[src/rtl/uart_tx_arbiter_if.sv]
// Bundle of requester, UART_TX load and status signals around the arbiter.
// master = arbiter side, slave = requesters plus UART_TX side.
interface uart_tx_arbiter_if #(
  parameter int NUM_REQ    = 4,
  parameter int DATA_WIDTH = 8,
  parameter int ID_W       = $clog2(NUM_REQ)
);
  logic [NUM_REQ-1:0]            REQ;
  logic [NUM_REQ*DATA_WIDTH-1:0] REQ_DATA;
  logic [NUM_REQ-1:0]            GNT;
  logic [DATA_WIDTH-1:0]         P_DATA;
  logic                          Data_Valid;
  logic                          busy;
  logic [ID_W-1:0]               ACTIVE_ID;
  logic [15:0]                   SENT_CNT;
  logic                          ERR;

  modport master (
    input  REQ, REQ_DATA, busy,
    output GNT, P_DATA, Data_Valid, ACTIVE_ID, SENT_CNT, ERR
  );

  modport slave (
    output REQ, REQ_DATA, busy,
    input  GNT, P_DATA, Data_Valid, ACTIVE_ID, SENT_CNT, ERR
  );
endinterface

[src/rtl/uart_tx_arbiter.sv]
// Round-robin scheduler sharing one UART_TX among NUM_REQ byte producers,
// with busy-rise timeout and optional idle gap between frames.
module uart_tx_arbiter #(
  parameter  int NUM_REQ      = 4,
  parameter  int DATA_WIDTH   = 8,
  parameter  int BUSY_TIMEOUT = 4,
  parameter  int GAP_CYCLES   = 0,
  localparam int ID_W         = $clog2(NUM_REQ)
) (
  input logic CLK,
  input logic RST,
  uart_tx_arbiter_if.master bus
);

  typedef enum logic [1:0] {IDLE, LOAD, SEND, GAP} state_t;

  state_t          state;
  logic [ID_W-1:0] last;
  logic [15:0]     timer;
  logic [15:0]     gap_cnt;

  logic            pick_ok;
  logic [ID_W-1:0] pick_id;
  logic [ID_W-1:0] cand;

  // Scan from farthest to nearest after LAST so the nearest pending requester wins.
  always_comb begin
    pick_ok = 1'b0;
    pick_id = '0;
    cand    = '0;
    for (int unsigned k = NUM_REQ; k >= 1; k--) begin
      cand = ID_W'((32'(last) + k) % NUM_REQ);
      if (bus.REQ[cand]) begin
        pick_ok = 1'b1;
        pick_id = cand;
      end
    end
  end

  always_ff @(posedge CLK or negedge RST) begin
    if (!RST) begin
      state          <= IDLE;
      last           <= ID_W'(NUM_REQ - 1);
      timer          <= '0;
      gap_cnt        <= '0;
      bus.GNT        <= '0;
      bus.P_DATA     <= '0;
      bus.Data_Valid <= 1'b0;
      bus.ACTIVE_ID  <= '0;
      bus.SENT_CNT   <= '0;
      bus.ERR        <= 1'b0;
    end else begin
      bus.GNT <= '0;
      bus.ERR <= 1'b0;
      case (state)
        IDLE: begin
          if (pick_ok && !bus.busy) begin
            bus.P_DATA     <= bus.REQ_DATA[32'(pick_id)*DATA_WIDTH +: DATA_WIDTH];
            bus.Data_Valid <= 1'b1;
            bus.GNT        <= NUM_REQ'(1) << pick_id;
            bus.ACTIVE_ID  <= pick_id;
            last           <= pick_id;
            timer          <= '0;
            state          <= LOAD;
          end
        end
        LOAD: begin
          if (bus.busy) begin
            bus.Data_Valid <= 1'b0;
            state          <= SEND;
          end else if (timer == 16'(BUSY_TIMEOUT - 1)) begin
            // Byte is dropped; LAST already points at this requester.
            bus.Data_Valid <= 1'b0;
            bus.ERR        <= 1'b1;
            state          <= IDLE;
          end else begin
            timer <= timer + 16'd1;
          end
        end
        SEND: begin
          if (!bus.busy) begin
            bus.SENT_CNT <= bus.SENT_CNT + 16'd1;
            if (GAP_CYCLES > 0) begin
              gap_cnt <= '0;
              state   <= GAP;
            end else begin
              state <= IDLE;
            end
          end
        end
        GAP: begin
          if (gap_cnt == 16'(GAP_CYCLES - 1)) state <= IDLE;
          else gap_cnt <= gap_cnt + 16'd1;
        end
        default: state <= IDLE;
      endcase
    end
  end

endmodule

[src/flat_wrapper.sv]
// flat-port wrapper written by rule: the top's interface ports become plain ports
module uart_tx_arbiter_flat 
#(
  parameter  int NUM_REQ      = 4,
  parameter  int DATA_WIDTH   = 8,
  parameter  int BUSY_TIMEOUT = 4,
  parameter  int GAP_CYCLES   = 0,
  localparam int ID_W         = $clog2(NUM_REQ)
)
  (CLK, RST, bus_REQ, bus_REQ_DATA, bus_busy, bus_GNT, bus_P_DATA, bus_Data_Valid, bus_ACTIVE_ID, bus_SENT_CNT, bus_ERR);
  uart_tx_arbiter_if #(.NUM_REQ(NUM_REQ), .DATA_WIDTH(DATA_WIDTH)) bus_i ();
  input logic CLK;
  input logic RST;
  input wire logic [$bits(bus_i.REQ)-1:0] bus_REQ;
  input wire logic [$bits(bus_i.REQ_DATA)-1:0] bus_REQ_DATA;
  input wire logic [$bits(bus_i.busy)-1:0] bus_busy;
  output wire logic [$bits(bus_i.GNT)-1:0] bus_GNT;
  output wire logic [$bits(bus_i.P_DATA)-1:0] bus_P_DATA;
  output wire logic [$bits(bus_i.Data_Valid)-1:0] bus_Data_Valid;
  output wire logic [$bits(bus_i.ACTIVE_ID)-1:0] bus_ACTIVE_ID;
  output wire logic [$bits(bus_i.SENT_CNT)-1:0] bus_SENT_CNT;
  output wire logic [$bits(bus_i.ERR)-1:0] bus_ERR;
  assign bus_i.REQ = bus_REQ;
  assign bus_i.REQ_DATA = bus_REQ_DATA;
  assign bus_i.busy = bus_busy;
  assign bus_GNT = bus_i.GNT;
  assign bus_P_DATA = bus_i.P_DATA;
  assign bus_Data_Valid = bus_i.Data_Valid;
  assign bus_ACTIVE_ID = bus_i.ACTIVE_ID;
  assign bus_SENT_CNT = bus_i.SENT_CNT;
  assign bus_ERR = bus_i.ERR;
  uart_tx_arbiter #(.NUM_REQ(NUM_REQ), .DATA_WIDTH(DATA_WIDTH), .BUSY_TIMEOUT(BUSY_TIMEOUT), .GAP_CYCLES(GAP_CYCLES)) u_core (.CLK(CLK), .RST(RST), .bus(bus_i));
endmodule
[config.mk]
export PLATFORM = sky130hd
export DESIGN_NAME = uart_tx_arbiter_flat
export DESIGN_NICKNAME = d
export VERILOG_FILES = /design/src/rtl/uart_tx_arbiter_if.sv /design/src/rtl/uart_tx_arbiter.sv /design/src/flat_wrapper.sv
export SDC_FILE = /design/constraint.sdc
export NUM_CORES = 1
export LEC_CHECK = 0
export CAP_MARGIN = 0
export CORE_ASPECT_RATIO = 0.5
export CORE_MARGIN = 2
export CORE_UTILIZATION = 68
export DETAILED_ROUTE_END_ITERATION = 8
export DONT_BUFFER_PORTS = 1
export PLACE_DENSITY_LB_ADDON = 0.2
export SYNTH_ARGS = -nofsm -noshare
export SYNTH_HDL_FRONTEND = slang
export SYNTH_SLANG_ARGS = --single-unit
[constraint.sdc]
create_clock -name CLK -period 4.1 [get_ports CLK]
set_input_delay 0.615 -clock CLK [delete_from_list [all_inputs] [get_ports CLK]]
set_output_delay 0.615 -clock CLK [all_outputs]
set_load 0.1 [all_outputs]
==> flow_summary.yaml <==
power:
  peakVddDrop_mv: 0.220
  p_per_area_mw_per_mm2: 371
  p_sw_frac: 0.281
  p_comb_frac: 0.060
  pwr-share-clk: 0.390
  p_int_uw: 990
  seqPwrFrac: 0.550
  power.switching_uw: 387
  p_leak_nw: 1.68
sta:
  finalCriticalPeriod_ns: 2.37
  setup_viol: 0
  finalMaxSlewViolations: 0
  finalHoldWorstSlack_ns: 0.101
  finalCritPeriodShare: 0.578
  slew_headroom: 0.319
  tightest_slew_ns: 1.02
  finalHoldViolCount: 0
  rsz0062_at_grt: "false"
  skew_ns: 0.00754
  timing.fmax_mhz: 422
  tns_ns: 0
worst_setup_path:
  crit_required_ns: 4.36
  start_kind: "flop"
  path_cells: "nor4_4 -> nand2_1 -> o211ai_1"
  critPathMaxStageDelay_ns: 0.89
  startpoint: "u_core.state[1]$_DFFE_PN0P_"
  crit_fanout: 19
  r2r_setup_slack_ns: 1.73
  r2r_cells: 3
  r2r-end: "u_core.bus.P_DATA[7]$_DFFE_PN0P_"
  cp.arrival_ns: 2.63
  crit_family: "simple AND/OR/NAND/NOR gates"
  cp-end-kind: "flop"
  critical_path_class: "flop to flop"
  cp_num_buf_inv: 0
  crit_slowest_cell: "nor4_4"
  timing.rr.start: "u_core.state[1]$_DFFE_PN0P_"
logic_synthesis:
  ys_ff_latch: 68
  synth_warnings: 0
  yosys_most_used_dff: "dfrtp_1"
  synth_area_leaders: "dfrtp_1, xor2_1, xnor2_1"
  yosysTopAreaCell: "dfrtp_1"
  yosysSeqAreaShare: 0.493
  syn_area_per_cell_sq_um: 10.5
  synth_top_area_frac: 0.478
  synth.cell_area_sq_mm: 0.00346
  synth-edff-count: 0
  synthArstFlopShare: 1.00
  synth.distinct_cells: 45
  syn_nets: 371
  yosysMostFrequentCell: "dfrtp_1"
  synth_common_cells: "dfrtp_1, nand2_1, nor2_1"
  netlist_instances: 329
route:
  drc: 0
  wl_per_cell_um: 17.4
  postRouteAntennaNets: 0
  vias: 2525
  drt_first_pass_iters: 4
  drt_iter0_drc: 146
  drt-total-wl_mm: 7.06
  routed_via_density: 6.20
clock_tree:
  cts_made_buffers: 9
  ctsRootBufferMaster: "clkbuf_8"
  clkLatencyLatePin_ns: 0.35
  cts_max_path_buffers: 2
  h-tree-depth: 3
  clock-sinks: 68
  post-cts-setup-buffer-count: 0
  path_clk_slew_ns: 0.08
  cts_tree: "yes"
worst_hold_path:
  hp-class: "input pin to asynchronous set/reset pin"
global_route:
  grt_pass1_wl_mm: 11.1
  grt_max_degree: 67
  grt_overflow: 0
  antenna_found_initial: 0
  grt_pass1_vias: 2342
  grt.total_usage: 0.257
placed_design:
  dp_hpwl_mm: 4.78
  portBuffers: 0
  dp_cells: 390
  placed_cell_area_sq_mm: 0.00349
  gp_congestion: 0.808
run_status:
  outcome: "completed"
final_layout:
  final_nets: 374
  finalInstanceArea_sq_mm: 0.00371
  instances_no_fill: 407
  fillCellCount: 333
  diodes: 0
  area_growth_syn_to_layout_pct: 7.39
  drive_gt1_frac: 0.122
die:
  coreArea_sq_mm: 0.00491
  ios: 71
  die_x_um: 105
  die_h_um: 54.4
  die_area_sq_mm: 0.00570
  start_util: 0.704
  num_rows: 18
run:
  cap_viol_max_count: 0
==> how the worst max path moves through the flow <==
| stage | cells past startpoint | slack [ns] | end |
|---|---|---|---|
| detailed placement | 3 | 1.75 | u_core.bus.P_DATA[1]$_DFFE_PN0P_ |
| floorplan | 6 | 1.83 | u_core.bus.SENT_CNT[12]$_DFFE_PN0P_ |
| finish | 3 | 1.73 | u_core.bus.P_DATA[7]$_DFFE_PN0P_ |
| global placement | 3 | 1.83 | u_core.bus.P_DATA[7]$_DFFE_PN0P_ |
| global route | 3 | 1.55 | u_core.bus.P_DATA[1]$_DFFE_PN0P_ |
| CTS | 3 | 1.74 | u_core.bus.P_DATA[1]$_DFFE_PN0P_ |
==> flip-flops by register name, indices dropped and copies added, names as in the netlist <==
signal / cells
u_core.bus.ERR: 1
u_core.state: 2
u_core.last: 2
u_core.bus.P_DATA: 8
u_core.bus.Data_Valid: 1
u_core.bus.GNT: 4
u_core.gap_cnt: 16
u_core.timer: 16
u_core.bus.SENT_CNT: 16
u_core.bus.ACTIVE_ID: 2
==> placed cells by master, fill, tap and decap left out, types with 5 or more instances in the layout <==
cell type and n:
dfrtp_1 66, nand2_1 39, nor2_1 33, xor2_1 22
xnor2_1 21, nand4_1 18, nand3_1 17, o31ai_1 10
mux2i_1 9, clkbuf_8 9, a211o_1 8, nor3_1 7
and4_1 6, nor4_1 5, o211ai_2 5
==> worst reg2reg max path: stages, from the launching register on <==
cell and delay (ns):
dfrtp_1 0.52, nor4_4 0.90, nand2_1 0.57, o211ai_1 0.31
==> metrics by stage <==
| step | util | total power [mW] | worst slack (ns) |
|---|---|---|---|
| final | 0.756 | 1.38 | 1.73 |
| after global routing | 0.756 | 1.42 | 1.55 |
| after CTS | 0.756 | 1.38 | 1.74 |
| after detailed placement | 0.712 | 0.838 | 1.75 |
| after global placement | 0.712 | 0.835 | 1.83 |
| after floorplan | - | 0.828 | 1.83 |
==> cells by family (layout without fill, tap and decap cells) <==
kind of cell / count (synthesis) / in the layout / synth area share
flops: 68 / 68 / 0.493
fa+ha+maj: 3 / 3 / 0.0109
mux: 10 / 10 / 0.0293
compound gates: 41 / 41 / 0.0930
buf+inv: 15 / 23 / 0.0253
simple gates: 149 / 149 / 0.239
xor+xnor: 43 / 43 / 0.109
==> power by group through the flow <==
stage | Combinational, mW | Clock, mW | Sequential [mW]
after global routing | 0.0922 | 0.570 | 0.758
after floorplan | 0.0605 | 0 | 0.767
final | 0.0826 | 0.537 | 0.757
after global placement | 0.0645 | 0 | 0.770
after CTS | 0.0832 | 0.542 | 0.758
after detailed placement | 0.0677 | 0 | 0.770
==> cell type report <==
class / count / area [sq um] / area share
Clock inverter: 7 / 66.3 / 0.0179
Tap cell: 70 / 87.6 / 0.0236
Inverter: 2 / 7.51 / 0.00202
Multi-Input combinational cell: 246 / 1660 / 0.448
Sequential cell: 68 / 1700 / 0.459
Clock buffer: 9 / 124 / 0.0334
Timing Repair Buffer: 5 / 57.6 / 0.0155
==> metal layers <==
metal | part of all wire | wire [um] | vias up | global-route usage
li1 | - | - | 1188 | -
met1 | 0.44 | 3070 | 1242 | 0.325
met2 | 0.49 | 3440 | 87 | 0.430
met3 | 0.071 | 501 | 8 | 0.0917
met4 | 0.0075 | 53 | 0 | 0.0756
met5 | 0 | 0 | - | 0
==> timing repair <==
| item | 4_1_cts | 5_1_grt |
|---|---|---|
| hold endpoints to repair | 66 | 0 |
| hold buffers | 1 | 0 |
| gates resized for setup | 0 | 0 |
Power figures use the tool's default switching activity.
